<file path="src/rtl/mp_pkg.sv">
// mp_pkg: shared definitions for the multi-cycle issue controller.
//   - opcode encodings understood by the ALU
//   - bit positions of the instruction fields
//   - controller state encoding
//   - instruction field record and a helper that slices it out of a word
package mp_pkg;

    localparam int INSTR_W = 32;

    // ALU opcodes (the only encodings accepted by the controller)
    localparam logic [5:0] OP_MIN = 6'd2;
    localparam logic [5:0] OP_ABS = 6'd3;
    localparam logic [5:0] OP_ADD = 6'd4;
    localparam logic [5:0] OP_AVG = 6'd6;
    localparam logic [5:0] OP_MAX = 6'd7;
    localparam logic [5:0] OP_XOR = 6'd8;
    localparam logic [5:0] OP_SUB = 6'd10;
    localparam logic [5:0] OP_AND = 6'd11;
    localparam logic [5:0] OP_NEG = 6'd12;
    localparam logic [5:0] OP_NOT = 6'd13;
    localparam logic [5:0] OP_OR  = 6'd14;

    // Instruction field bit positions; bits [31:21] carry nothing.
    localparam int OPC_LSB = 0;
    localparam int OPC_MSB = 5;
    localparam int RS1_LSB = 6;
    localparam int RS1_MSB = 10;
    localparam int RS2_LSB = 11;
    localparam int RS2_MSB = 15;
    localparam int RD_LSB  = 16;
    localparam int RD_MSB  = 20;

    // Controller state encoding
    typedef logic [1:0] state_t;
    localparam state_t ST_IDLE  = 2'd0;
    localparam state_t ST_READ  = 2'd1;
    localparam state_t ST_EXEC  = 2'd2;
    localparam state_t ST_WRITE = 2'd3;

    typedef struct packed {
        logic [4:0] rd;
        logic [4:0] rs2;
        logic [4:0] rs1;
        logic [5:0] opcode;
    } fields_t;

    function automatic fields_t decode_fields(input logic [20:0] low_bits);
        fields_t f;
        f.opcode = low_bits[OPC_MSB:OPC_LSB];
        f.rs1    = low_bits[RS1_MSB:RS1_LSB];
        f.rs2    = low_bits[RS2_MSB:RS2_LSB];
        f.rd     = low_bits[RD_MSB:RD_LSB];
        return f;
    endfunction

endpackage

</file>
<file path="src/rtl/mp_opcode_check.sv">
// mp_opcode_check: combinational opcode validity decode.
// Ports:
//   opcode  in  6  opcode field of the offered instruction
//   valid   out 1  high when opcode is one of the eleven ALU operations
module mp_opcode_check
    import mp_pkg::*;
(
    input  logic [5:0] opcode,
    output logic       valid
);

    always_comb begin
        valid = 1'b0;
        case (opcode)
            OP_MIN, OP_ABS, OP_ADD, OP_AVG, OP_MAX, OP_XOR,
            OP_SUB, OP_AND, OP_NEG, OP_NOT, OP_OR: valid = 1'b1;
            default:                              valid = 1'b0;
        endcase
    end

endmodule

</file>
<file path="src/rtl/mp_sequencer.sv">
// mp_sequencer: multi-cycle issue controller between an instruction source
// and a register-file / ALU pair. One instruction is in flight at a time:
// IDLE (accept) -> READ (rf read strobe) -> EXEC (operand capture) ->
// WRITE (write-back + result pulse) -> IDLE.
// Ports:
//   clk, rst_n                 clock, asynchronous active-low reset
//   in_valid, in_ready, instr  instruction handshake and word
//   rf_re, rf_raddr1/2         reg-file read strobe and addresses
//   rf_rdata1/2                reg-file read data (one cycle after rf_re)
//   alu_opcode, alu_a, alu_b   registered ALU opcode and operands
//   alu_result                 combinational ALU result
//   rf_we, rf_waddr, rf_wdata  reg-file write-back (r0 writes suppressed)
//   res_valid, res_data        result pulse and held result value
//   op_err                     one-cycle pulse after an invalid opcode
//   busy                       controller not in IDLE
//   exec_count, err_count      saturating executed / rejected counters
module mp_sequencer
    import mp_pkg::*;
#(
    parameter int COUNT_W = 16
) (
    input  logic               clk,
    input  logic               rst_n,
    input  logic               in_valid,
    output logic               in_ready,
    input  logic [31:0]        instr,
    output logic               rf_re,
    output logic [4:0]         rf_raddr1,
    output logic [4:0]         rf_raddr2,
    input  logic [31:0]        rf_rdata1,
    input  logic [31:0]        rf_rdata2,
    output logic [5:0]         alu_opcode,
    output logic [31:0]        alu_a,
    output logic [31:0]        alu_b,
    input  logic [31:0]        alu_result,
    output logic               rf_we,
    output logic [4:0]         rf_waddr,
    output logic [31:0]        rf_wdata,
    output logic               res_valid,
    output logic [31:0]        res_data,
    output logic               op_err,
    output logic               busy,
    output logic [COUNT_W-1:0] exec_count,
    output logic [COUNT_W-1:0] err_count
);

    // Handshake: a word transfers on a rising edge where in_valid and
    // in_ready are both high. in_ready depends only on state (high in IDLE),
    // never on in_valid; the source holds instr stable until the transfer.
    // in_valid while busy is simply not seen.

    state_t  state;
    fields_t fld;
    logic    opc_valid;
    logic    accept;
    logic    in_write;
    logic [31:0] res_hold;
    logic    unused_instr_hi;

    assign unused_instr_hi = ^instr[31:21];

    mp_opcode_check u_opcode_check (
        .opcode (instr[OPC_MSB:OPC_LSB]),
        .valid  (opc_valid)
    );

    assign accept   = (state == ST_IDLE) && in_valid;
    assign in_write = (state == ST_WRITE);

    always_ff @(posedge clk or negedge rst_n) begin
        if (!rst_n) begin
            state      <= ST_IDLE;
            fld        <= '0;
            alu_opcode <= '0;
            alu_a      <= '0;
            alu_b      <= '0;
            res_hold   <= '0;
            op_err     <= 1'b0;
            exec_count <= '0;
            err_count  <= '0;
        end else begin
            // Rejection costs only the accept cycle; the pulse lands in the
            // cycle after it while the controller is already free again.
            op_err <= accept && !opc_valid;

            case (state)
                ST_IDLE: begin
                    if (in_valid) begin
                        fld <= decode_fields(instr[20:0]);
                        if (opc_valid) begin
                            state <= ST_READ;
                        end else if (err_count != '1) begin
                            err_count <= err_count + 1'b1;
                        end
                    end
                end
                ST_READ: begin
                    state <= ST_EXEC;
                end
                ST_EXEC: begin
                    alu_a      <= rf_rdata1;
                    alu_b      <= rf_rdata2;
                    alu_opcode <= fld.opcode;
                    state      <= ST_WRITE;
                end
                ST_WRITE: begin
                    res_hold <= alu_result;
                    if (exec_count != '1) begin
                        exec_count <= exec_count + 1'b1;
                    end
                    state <= ST_IDLE;
                end
                default: begin
                    state <= ST_IDLE;
                end
            endcase
        end
    end

    assign in_ready  = (state == ST_IDLE);
    assign busy      = (state != ST_IDLE);
    assign rf_re     = (state == ST_READ);
    assign rf_raddr1 = fld.rs1;
    assign rf_raddr2 = fld.rs2;

    // Write-back is driven straight from the ALU during WRITE so the reg
    // file commits on the WRITE->IDLE edge, before any following READ.
    // An asynchronous reset inside WRITE drops rf_we before that edge.
    assign rf_we     = in_write && (fld.rd != 5'd0);
    assign rf_waddr  = fld.rd;
    assign rf_wdata  = in_write ? alu_result : 32'd0;
    assign res_valid = in_write;
    assign res_data  = in_write ? alu_result : res_hold;

endmodule

</file>
<file path="config.mk">
export PLATFORM = sky130hd
export DESIGN_NAME = mp_sequencer
export DESIGN_NICKNAME = d
export VERILOG_FILES = /design/src/rtl/mp_pkg.sv /design/src/rtl/mp_opcode_check.sv /design/src/rtl/mp_sequencer.sv
export SDC_FILE = /design/constraint.sdc
export NUM_CORES = 1
export LEC_CHECK = 0
export BUFFER_PORTS_ARGS = -buffer_cell sky130_fd_sc_hd__buf_4
export CORE_ASPECT_RATIO = 2
export CORE_MARGIN = 3
export CORE_UTILIZATION = 47
export DETAILED_ROUTE_END_ITERATION = 16
export HOLD_SLACK_MARGIN = 0.1
export PLACE_DENSITY_LB_ADDON = 0.12
export SYNTH_ARGS = -nofsm -noshare
export SYNTH_HDL_FRONTEND = slang
export SYNTH_SLANG_ARGS = --single-unit
</file>
<file path="constraint.sdc">
create_clock -name clk -period 2.3 [get_ports clk]
set_input_delay 0.69 -clock clk [delete_from_list [all_inputs] [get_ports clk]]
set_output_delay 0.69 -clock clk [all_outputs]
set_load 0.01 [all_outputs]
</file>
==> flow_summary.toml, run 1 <==
[outcome]
status = "finished, violations left"
violations = "setup timing"

[sta]
fmax_mhz = 409
finClkSkew_ns = 0.00756
fin_crit_ns = 2.45
setup-tns-final_ns = -7.88
rsz0062_at_grt = "true"
finalHoldViolCount = 0
report.final.slew_viol_count = 0
worst_pin_slew_ns = 0.566
slew_headroom_pct = 62.3
period_share_pct = 106
fin_ws_ns = -0.145
final-setup-viol-count = 64

[yosys]
syn_nets = 624
synth-seq-cells = 158
synth_edf_count = 0
yosysWarnings = 0
synth_cells = 486
async_flop_share_pct = 100
synth_area_mm2 = 0.00667
ys_top_cells_by_area = "dfrtp_1, mux2_2, and2_1"
synth_largest_area_cell = "dfrtp_1"
synth_sequential_area_ratio_pct = 59.3
synth_cell_type_count = 36
syn_avg_cell_area_um2 = 13.7
synth_ff_type = "dfrtp_1"
synth_top_cell_area_share_pct = 59.3

[cts]
cts.clk_slew.worst_paths_ns = 0.07
clock_latency_ns = 0.41
h-tree-depth = 4
cts-buffers-inserted = 17
cts-root-buf = "clkbuf_16"
clockBufferDepth = 2
cts_tree = "done"
cts_sinks = 158

[place]
place.port_buffers = 306
place_hpwl_um = 14400
gp_congestion = 0.806
placedCellCount = 959
post_dp_cell_area_mm2 = 0.00916
pre_cts_slack_ns = 0.0952

[drt]
ant_nets = 0
drtIter0Drc = 126
wl_um = 21000
vias = 5278
drtPass1Iterations = 4
wire_per_inst_um = 20.4
viasPerCell = 5.13
drc = 0

[grt]
grt_remaining_overflow = 0
grt_pass1_wl_um = 32300
grt_max_degree = 59
grt_pass1_vias = 5748
track_usage_pct = 26.6
antenna_found_initial = 1

[power]
vdd_drop_max_mv = 0.841
switchingPower_uw = 5110
seqPwrFrac_pct = 30.5
p_leak_uw = 0.00507
switching_share_pct = 32.9
combPwrFrac_pct = 50.5
p_int_uw = 10400
power.density_mw_per_mm2 = 1480
p_clk_share_pct = 19.1

[worst_setup_path]
cpLargestDelayFamily = "buffers and inverters"
worstPathRequired_ns = 1.61
crit_cells = 5
crit_buf_inv = 3
critPathMaxFanout = 8
critical_path.endpoint = "res_data[22]"
slowest_stage = "dfrtp_1"
rrSetupSlack_ns = 0.12
worst_setup_path_end_kind = "primary output"
cpPeakStageDelay_ns = 0.41
crit_start = "state[0]"
worstPathArrival_ns = 1.76
critPathMostFrequentCell = "buf_6"
r2r_start = "state[0]"
worstPathCellList = "ha_4 > buf_6 > buf_16 > mux2_4 > buf_6"
path_class = "flop to primary output"
startpoint_type = "flop"
rr_worst_depth = 9
r2r_end = "exec_count[15]"

[floorplanning]
core_mm2 = 0.0139
die-area_mm2 = 0.0157
die_x_um = 90.2
die_y_um = 174
io-pin-count = 318
start_util_pct = 48.0
std_cell_rows = 61

[final_layout]
stdcell_area_mm2 = 0.0105
final_common_cell = "buf_4"
layout.nets = 964
area_delta_synth_final_pct = 57.1
instances_no_fill = 1029
final_cell_mix = "buf_4, dfrtp_1, mux2_2, buf_6, and2_1"
fill_cells = 923
drive_gt1_share_pct = 62.9

[worst_hold_path]
hp-class = "input port to async pin"

[job]
cap_violations = 0
==> metrics by stage <==
step | total power, uW | hold WS [ns] | utilization [%]
final | 15500 | 0.170 | 75.4
after global routing | 16300 | 0.172 | 75.4
after CTS | 15400 | 0.159 | 74.8
after detailed placement | 11000 | 0.489 | 65.9
after global placement | 10800 | 0.480 | 65.9
after floorplan | 7940 | 0.394 | -
==> Yosys cell counts (2+ instances only) <==
| library cell | count |
|---|---|
| nand4_1 | 10 |
| nor4_1 | 2 |
| and3_2 | 3 |
| buf_1 | 2 |
| nor2_1 | 12 |
| and3_1 | 2 |
| xnor2_1 | 17 |
| nand2_1 | 14 |
| o21ai_0 | 2 |
| ha_1 | 7 |
| nand2b_1 | 2 |
| a21oi_1 | 6 |
| and2_1 | 35 |
| nand3_1 | 16 |
| dfrtp_1 | 158 |
| and4_1 | 4 |
| clkbuf_1 | 15 |
| nor2b_1 | 2 |
| xor2_1 | 6 |
| mux2_2 | 127 |
| inv_1 | 6 |
| nor3_1 | 4 |
| o21a_1 | 2 |
| a31oi_1 | 3 |
| mux2i_1 | 2 |
| buf_4 | 16 |
| or4_1 | 2 |
==> layout make-up <==
| type | count | area, um^2 | area share (%) |
|---|---|---|---|
| inverters | 6 | 22.5 | 0.215 |
| diodes | 1 | 2.50 | 0.0239 |
| multi-input cells | 288 | 2650 | 25.3 |
| clock inverters | 15 | 198 | 1.89 |
| flip-flops and latches | 158 | 3950 | 37.7 |
| clock buffers | 17 | 425 | 4.06 |
| repair buffers | 355 | 2990 | 28.5 |
| well taps | 189 | 236 | 2.26 |
==> metal layers <==
layer	global-route usage, %	part of all wire [%]	vias up
met5	0	0	-
met1	26.1	33	2655
li1	-	-	2367
met2	51.4	58	217
met3	7.10	5.6	39
met4	10.7	3.4	0
==> power by group through the flow <==
| stage | registers, uW | clock network (uW) | logic [uW] |
|---|---|---|---|
| after floorplan | 4940 | 0 | 3000 |
| after detailed placement | 4740 | 0 | 6280 |
| after global routing | 4870 | 3130 | 8270 |
| after global placement | 4650 | 0 | 6130 |
| final | 4730 | 2960 | 7840 |
| after CTS | 4710 | 3020 | 7680 |
==> registers in the layout, indices dropped and copies added (netlist names) <==
register / count
alu_opcode: 6
rf_waddr: 5
rf_raddr2: 5
res_hold: 32
alu_a: 32
exec_count: 16
alu_b: 32
fld: 6
rf_raddr1: 5
err_count: 16
state: 2
op_err: 1
==> worst register-to-register path, delay by kind of cell (launching register included) <==
kind / cells / cell delay (ns)
buffers and inverters: 3 / 0.38
DFF: 1 / 0.40
and+or+nand+nor: 3 / 0.77
AOI/OAI and AO/OA: 1 / 0.19
xor gates and xnor gates: 1 / 0.15
adders and majority gates: 1 / 0.18
==> worst min path at each step <==
stage,startpoint,end,slack (ns),cells past startpoint
after detailed placement,res_hold[27],res_hold[27],0.49,1
after CTS,rst_n,res_hold[31],0.16,1
after global placement,res_hold[1],res_hold[1],0.48,1
after floorplan,rst_n,alu_a[0],0.39,0
final,rst_n,res_hold[24],0.17,1
after global routing,rst_n,res_hold[31],0.17,1
==> what timing repair did <==
action,CTS,global route
gates resized for setup,74,5
setup buffers,25,8
hold buffers,0,0
pin swaps,2,1
cloned,6,0
setup endpoints to repair,65,69
==> kinds of logic after synthesis <==
kind of cell	share of synthesized area, %
adder cells (fa/ha/maj)	1.31
flip-flops	59.3
buffers and inverters	3.17
AND/OR/NAND/NOR	9.97
XOR/XNOR	3.02
multiplexers	22.0
AO/OA/AOI/OAI	1.24
No activity file was read; power rests on OpenSTA's default activity.
==> run 2: changes to the inputs <==
Settings changed: CELL_PAD_IN_SITES_DETAIL_PLACEMENT from default to 0, CELL_PAD_IN_SITES_GLOBAL_PLACEMENT from default to 2, CORE_UTILIZATION 47 to 29.
==> run 2 against run 1 <==
  * Global-route usage down 9.5 points
  * Fmax down 0.79%
  * First-iteration DRC count up 25%
  * Wire length up 2.8%
  * Combinational power down 2.8%
  * The flow still finishes with violations (setup timing)
  * Non-clock buffer count down 16
  * Flip-flop and latch count unchanged
==> flow_summary.toml, run 2 (synthesis gave the netlist of run 1 again) <==
[final_layout]
layout.nets = 948
final_common_cell = "buf_4"
reg.largest.list = "alu_a (32), alu_b (32), res_hold (32)"
stdcell_area_mm2 = 0.0106
drive_gt1_share_pct = 65.2
final_cell_mix = "buf_4, dfrtp_1, mux2_2, buf_6, mux2_4"
fill_cells = 2088
area_delta_synth_final_pct = 59.3
regArea_mm2 = 0.00396
multi_input_area_mm2 = 0.00273

[sta]
fmax_mhz = 406
final-setup-viol-count = 62
slew_headroom_pct = 59.2
finalHoldViolCount = 0
worst_pin_slew_ns = 0.607
report.final.slew_viol_count = 0
setup-tns-final_ns = -6.36
fin_ws_ns = -0.165
finClkSkew_ns = 0.00476
whs_ns = 0.190
fin_crit_ns = 2.46
period_share_pct = 107
rsz0062_at_grt = "true"

[power]
total_power_uw = 15300
vdd_drop_max_mv = 0.816
p_leak_uw = 0.00505
power.density_mw_per_mm2 = 1440

[cts]
holdBufCountCts = 0
clock_latency_ns = 0.43
h-tree-depth = 4
clockBufferDepth = 2
cts_sinks = 158
cts.clk_slew.worst_paths_ns = 0.06
cts-root-buf = "clkbuf_16"
cts-buffers-inserted = 17
cts_tree = "done"

[place]
pre_cts_slack_ns = -0.228
place_hpwl_um = 15900
place.port_buffers = 306
gp_congestion = 0.776
post_dp_cell_area_mm2 = 0.00934

[grt]
grt_pass1_wl_um = 31900
antenna_found_initial = 0
grt_pass1_vias = 5708
grt_max_degree = 72
track_usage_pct = 17.1
grt_remaining_overflow = 0

[drt]
drt-met1-wl_um = 6670
drtIter0Drc = 158
wire_per_inst_um = 19.7
drtPass1Iterations = 4
drc = 0
wl_um = 21600
viasPerCell = 4.65
ant_nets = 0
top_layer = "met4"
met2_length_um = 12800
wl_met3_um = 1510
vias = 5110

[worst_setup_path]
critPathMaxFanout = 7
path_class = "flop to primary output"
worst_setup_path_end_kind = "primary output"
worstPathArrival_ns = 1.77
critPathMostFrequentCell = "buf_6"
cpPeakStageDelay_ns = 0.41
worstPathCellList = "ha_4 > buf_6 > buf_16 > mux2_4 > buf_6"
slowest_stage = "dfrtp_1"
startpoint_type = "flop"
worstPathRequired_ns = 1.61

[job]
cap_violations = 0

[outcome]
status = "finished, violations left"
violations = "setup timing"

[floorplanning]
start_util_pct = 29.8
die_x_um = 113
core_mm2 = 0.0224
io-pin-count = 318
std_cell_rows = 77
die_y_um = 220
die-area_mm2 = 0.0250

[worst_hold_path]
hp-class = "input port to async pin"
-- run 2: power by group --
group	switching [uW]	internal [uW]
Clock	1080	1900
Sequential	676	4040
Combinational	3120	4490
-- run 2: per-layer routing --
layer / global-route usage, % / vias to the layer above
met5: 0 / -
met4: 7.22 / 0
met3: 5.69 / 38
met2: 33.9 / 225
met1: 15.3 / 2524
li1: - / 2323
-- run 2: layout make-up --
class                      instances  share of cell area, %
inverter                           6                  0.236
multi-input combinational        288                   25.7
clock inverter                     5                  0.943
timing repair buffer             339                   27.6
antenna                            1                 0.0236
tap                              276                   3.25
clock buffer                      26                   4.98
sequential                       158                   37.2
-- run 2: metrics by stage --
step / utilization, % / cells
floorplan: - / 486
global placement: 41.8 / 1054
detailed placement: 41.8 / 1054
CTS: 46.6 / 1096
global route: 47.5 / 1098
finish: 47.5 / 1099
-- run 2: critical path, delay by kind of cell (launching register included) --
family / cells / cell delay, ns
buf+inv: 3 / 0.41
flops: 1 / 0.41
mux: 1 / 0.31
fa+ha+maj: 1 / 0.21
-- run 2: worst paths after layout --
path	start	endpoint	slack, ns	cells after the start
max	state[0]	res_data[25]	-0.16	5
min	rst_n	exec_count[11]	0.19	1
max reg2reg	state[0]	exec_count[15]	0.27	8
min reg2reg	res_hold[2]	res_hold[2]	0.50	1
max in group asynchronous	rst_n	state[1]	1.44	2
min in group clk	rf_rdata2[17]	alu_b[17]	0.49	2
-- run 2: what timing repair did --
| action | 4_1_cts | 5_1_grt |
|---|---|---|
| buffers inserted | 7 | 2 |
| gates cloned | 4 | 1 |
| setup endpoints to repair | 66 | 67 |
| resized for setup | 81 | 54 |
| pin swaps | 1 | 2 |
